$ cat src/rtl/nn_output_layer.sv
// Output layer of the binary MNIST network: streams hidden activations, class-major
// weights and biases from SDRAM, accumulates 10 class scores and reports the argmax.
module nn_output_layer #(
  parameter int HIDDEN   = 200,
  parameter int CLASSES  = 10,
  parameter int ACT_BASE = 205000,
  parameter int W_BASE   = 205200
) (
  input  logic        clk,
  input  logic        reset,
  input  logic        startSig,
  output logic        doneSig,
  output logic        read_n,
  output logic [31:0] address,
  input  logic        waitrequest,
  input  logic        readdatavalid,
  input  logic [15:0] readdata,
  output logic [3:0]  digit,
  output logic [23:0] max_score,
  output logic        busy
);

  localparam int N     = HIDDEN + CLASSES * HIDDEN + CLASSES;
  localparam int W_END = HIDDEN + CLASSES * HIDDEN;
  localparam int CW    = $clog2(N + 1);
  localparam int IW    = $clog2(HIDDEN);

  typedef enum logic [2:0] {IDLE, ISSUE, DRAIN, FINAL, DONE} state_t;

  state_t             state;
  logic [CW-1:0]      issue_cnt;
  logic [CW-1:0]      rx_cnt;
  logic [3:0]         w_cls;
  logic [IW-1:0]      w_in;
  logic [3:0]         fin_k;
  logic [HIDDEN-1:0]  act;
  logic signed [23:0] acc [CLASSES];
  logic signed [23:0] best_score;
  logic [3:0]         best_idx;

  logic [CW-1:0]      issue_nxt;
  logic [31:0]        addr_nxt;
  logic signed [23:0] rd_ext;
  logic               rx_en;
  logic               cand_wins;
  logic signed [23:0] nb_score;
  logic [3:0]         nb_idx;

  assign issue_nxt = issue_cnt + 1'b1;
  assign rd_ext    = {{8{readdata[15]}}, readdata};
  // Responses are only meaningful while a run is fetching; strays in IDLE are dropped.
  assign rx_en     = readdatavalid && (state == ISSUE || state == DRAIN) && (rx_cnt != CW'(N));

  always_comb begin
    addr_nxt = '0;
    if (issue_nxt < CW'(HIDDEN))
      addr_nxt = 32'(ACT_BASE) + 32'(issue_nxt);
    else
      addr_nxt = 32'(W_BASE) + 32'(issue_nxt) - 32'(HIDDEN);
  end

  // Strictly-greater replacement keeps the lowest index on ties.
  always_comb begin
    cand_wins = (fin_k == 4'd0) || (acc[fin_k] > best_score);
    nb_score  = cand_wins ? acc[fin_k] : best_score;
    nb_idx    = cand_wins ? fin_k : best_idx;
  end

  // NOTE: every register here uses <= so all updates see the pre-edge values.
  always_ff @(posedge clk) begin
    if (reset) begin
      state     <= IDLE;
      read_n    <= 1'b1;
      address   <= '0;
      doneSig   <= 1'b0;
      busy      <= 1'b0;
      digit     <= '0;
      max_score <= '0;
    end else begin
      case (state)
        IDLE: begin
          if (startSig) begin
            // NOTE: act/acc are cleared at run start rather than on reset; no run
            // reads them before this clear, so a reset path would be dead logic.
            issue_cnt <= '0;
            rx_cnt    <= '0;
            w_cls     <= '0;
            w_in      <= '0;
            act       <= '0;
            for (int k = 0; k < CLASSES; k++) acc[k] <= '0;
            read_n    <= 1'b0;
            address   <= 32'(ACT_BASE);
            busy      <= 1'b1;
            state     <= ISSUE;
          end
        end
        ISSUE: begin
          if (!waitrequest) begin
            issue_cnt <= issue_nxt;
            if (issue_cnt == CW'(N - 1)) begin
              read_n <= 1'b1;
              state  <= DRAIN;
            end else begin
              address <= addr_nxt;
            end
          end
        end
        DRAIN: begin
          if (rx_cnt == CW'(N)) begin
            fin_k <= '0;
            state <= FINAL;
          end
        end
        FINAL: begin
          best_score <= nb_score;
          best_idx   <= nb_idx;
          fin_k      <= fin_k + 1'b1;
          if (fin_k == 4'(CLASSES - 1)) begin
            digit     <= nb_idx;
            max_score <= nb_score;
            doneSig   <= 1'b1;
            busy      <= 1'b0;
            state     <= DONE;
          end
        end
        DONE: begin
          if (!startSig) begin
            doneSig <= 1'b0;
            state   <= IDLE;
          end
        end
        default: state <= IDLE;
      endcase

      if (rx_en) begin
        rx_cnt <= rx_cnt + 1'b1;
        if (rx_cnt < CW'(HIDDEN)) begin
          act[rx_cnt[IW-1:0]] <= (readdata != 16'd0);
        end else if (rx_cnt < CW'(W_END)) begin
          if (act[w_in]) acc[w_cls] <= acc[w_cls] + rd_ext;
          if (w_in == IW'(HIDDEN - 1)) begin
            w_in  <= '0;
            // Wrap to 0 after the last class so the bias phase reuses w_cls as its index.
            w_cls <= (w_cls == 4'(CLASSES - 1)) ? 4'd0 : w_cls + 1'b1;
          end else begin
            w_in <= w_in + 1'b1;
          end
        end else begin
          acc[w_cls] <= acc[w_cls] + rd_ext;
          w_cls      <= w_cls + 1'b1;
        end
      end
    end
  end

endmodule
$ cat config.mk
export PLATFORM = sky130hd
export DESIGN_NAME = nn_output_layer
export DESIGN_NICKNAME = d
export VERILOG_FILES = /design/src/rtl/nn_output_layer.sv
export SDC_FILE = /design/constraint.sdc
export NUM_CORES = 2
export LEC_CHECK = 0
export ABC_CLOCK_PERIOD_IN_PS = 10200
export BUFFER_PORTS_ARGS = -buffer_cell sky130_fd_sc_hd__buf_2
export CORE_ASPECT_RATIO = 1.1
export CORE_MARGIN = 2
export CORE_UTILIZATION = 45
export CTS_CLUSTER_DIAMETER = 100
export DETAILED_ROUTE_END_ITERATION = 7
export PLACE_DENSITY = 0.62
export SYNTH_ARGS = -nofsm -noshare
export SYNTH_HDL_FRONTEND = slang
export SYNTH_SLANG_ARGS = --single-unit
$ cat constraint.sdc
create_clock -name clk -period 10.2 [get_ports clk]
set_clock_uncertainty 0.1 [all_clocks]
set_input_delay 1.02 -clock clk [delete_from_list [all_inputs] [get_ports clk]]
set_output_delay 1.02 -clock clk [all_outputs]
set_load 0.03 [all_outputs]
==> reports/metrics.yaml <==
ys_seq_area_share_pct: 54.7
synth-seq-cells: 708
layout_setup_ws_ps: 3980
endpoint_kind: "flop"
cp.required_ps: 10400
synth_top_area_share_pct: 51.8
grt_usage_pct: 24.5
p_leak_nw: 13.9
synth.distinct_cells: 77
via_per_inst: 6.64
finalCritPeriodShare_pct: 61.0
synth_compound_area_share_pct: 11.8
max-slew-margin-rel_pct: 16.7
grt_pass1_vias: 25000
antenna_found_initial: 2
pre_cts_ws_ps: 3870
clock-sinks: 708
period_needed_ps: 6220
synthesis.area_um2: 37800
fin_nets: 2785
first_pass_iters: 6
register_area_um2: 20700
num-fill-cells: 7059
synth_top_area_cell: "edfxtp_1"
gp_congestion: 0.872
route.detailed.drc: 0
ant_nets: 0
cts-htree-levels: 3
cts_hold_buf: 0
die_y_um: 308
ctsResizeCount: 0
hold_viol: 0
arrival_ps: 6420
synth_xor_area_share_pct: 1.09
final_common_cell: "edfxtp_1"
synthTopCellsByArea: "edfxtp_1 (52%), mux4_2 (17%), o31ai_1 (3.9%), o211ai_1 (3.8%), nor2_1 (3.1%)"
cts_root_buf: "clkbuf_16"
core_um2: 83300
die_area_um2: 86400
die_width_um: 280
post-cts-setup-buffer-count: 0
post_drt_wl_per_cell_um: 27.7
synth-simple-area-share_pct: 8.01
syn_avg_cell_area_um2: 13.8
slew_viol_final: 0
syn_inst: 2748
grt_pass1_wl_um: 158000
outcome: "finished clean"
fmax_ghz: 0.161
rsz0062_at_grt: "false"
wirelength_um: 106000
cts_tree: "yes"
cts_max_path_buffers: 3
clkTransAtPathRegs_ps: 60
grt_max_degree: 139
cap_violations: 0
power_density_nw_per_um2: 202
synthAdderAreaFrac_pct: 2.04
numCtsBuffers: 80
crit_type: "flop to flop"
hold_class: "flop to flop"
multi_input_area_um2: 15800
cp_max_fo: 45
synthFlopType: "edfxtp_1"
peakVddDrop_mv: 0.129
via_count: 25500
final_cell_mix: "edfxtp_1 (652), nor2_1 (311), mux4_2 (282), o31ai_1 (197), o211ai_1 (191)"
port_buffers: 67
setup_violations: 0
grt_overflow_total: 0
synth_top_family_by_area: "multiplexers"
drtIter0Drc: 3249
tightestPinTransition_ps: 1250
finalSetupTns_ps: 0
start_util_pct: 45.4
diodes: 0
ys_async_sr_fraction_pct: 0
drive_above_1_share_pct: 21.7
rows: 111
io_pins: 84
synthMuxAreaShare_pct: 18.4
hpwlAfterDp_um: 65700
area_delta_synth_final_pct: 9.52
cp-start-kind: "flop"
yosys_warnings: 0
synth-edff-count: 652
clk_latency_ps: 650
layout make-up:
type | instances | share of cell area, %
flip-flops and latches | 708 | 50.0
multi-input cells | 1732 | 38.1
clock buffers | 106 | 5.12
well taps | 1073 | 3.24
repair buffers | 128 | 1.95
clock inverters | 39 | 1.13
inverters | 53 | 0.498
per-layer routing:
layer / GRT usage, % / wire [um]
met5: 0 / 8
met4: 7.36 / 2980
met3: 4.91 / 9880
met2: 39.3 / 50600
met1: 33.8 / 42700
stage by stage:
step | cells | power, W | util, % | area, um2 | hold WS (ps)
floorplan | 2763 | 0.00497 | - | 37900 | 413
detailed placement | 3694 | 0.00550 | 46.6 | 38800 | 365
finish | 3839 | 0.00835 | 49.7 | 41400 | 377
CTS | 3839 | 0.00837 | 49.7 | 41400 | 376
global route | 3839 | 0.00867 | 49.7 | 41400 | 390
global placement | 3694 | 0.00545 | 46.6 | 38800 | 360
power breakdown:
group          internal [W]  total (W)  switching, W  leakage [nW]
combinational      0.000697    0.00187       0.00118          5.80
clock               0.00168    0.00289       0.00121          1.24
sequential          0.00343    0.00359      0.000157          6.82
worst max-delay path, cell delays in order (launching register included):
cell      delay (ps)
dfxtp_4          840
buf_4            840
mux4_2           610
mux4_2           480
ha_1             230
inv_1             80
fa_1             200
nor2b_1           60
o21ai_0          250
a21oi_1          210
o21a_1           220
o21a_1           190
o2111a_1         240
a311oi_1         930
nor2_1           290
flip-flops by register name, indices dropped and copies added, names as in the netlist, named ones only:
| register | flops |
|---|---|
| w_cls | 4 |
| best_score | 24 |
| address | 14 |
| rx_cnt | 12 |
| read_n | 1 |
| busy | 1 |
| fin_k | 4 |
| issue_cnt | 12 |
| digit | 4 |
| w_in | 8 |
| acc | 384 |
| act | 200 |
| state | 3 |
| best_idx | 4 |
| doneSig | 1 |
| max_score | 24 |
path summary, 6_finish.rpt:
check | start | endpoint | slack, ps | depth (start not counted)
worst max-delay path | flop | acc[9][12] | 3980 | 14
worst min-delay path | doneSig | doneSig | 380 | 2
worst max register to register | flop | acc[9][12] | 3980 | 14
worst min register to register | doneSig | doneSig | 380 | 2
kinds of logic (layout without fill, tap and decap cells):
kind of cell    count (synthesis)  count (layout)
fa+ha+maj                      61              61
xor+xnor                       47              47
buf+inv                       323             326
flops                         708             708
simple gates                  659             659
other cells                     1              16
compound gates                615             615
mux                           334             334
Yosys cell counts, drive strengths merged, types with 16 or more instances:
library cell / instances
nor2b: 17
o211ai: 191
inv: 52
o31ai: 198
o21ai: 63
mux2i: 16
nand2b: 24
nor2: 320
nor3: 28
o211a: 18
clkbuf: 175
edfxtp: 652
xnor2: 23
dfxtp: 56
mux2: 33
xor2: 24
nand4: 26
buf: 95
nand2: 95
a21oi: 50
nand3: 66
mux4: 285
ha: 60
No activity file was read; power rests on OpenSTA's default activity.
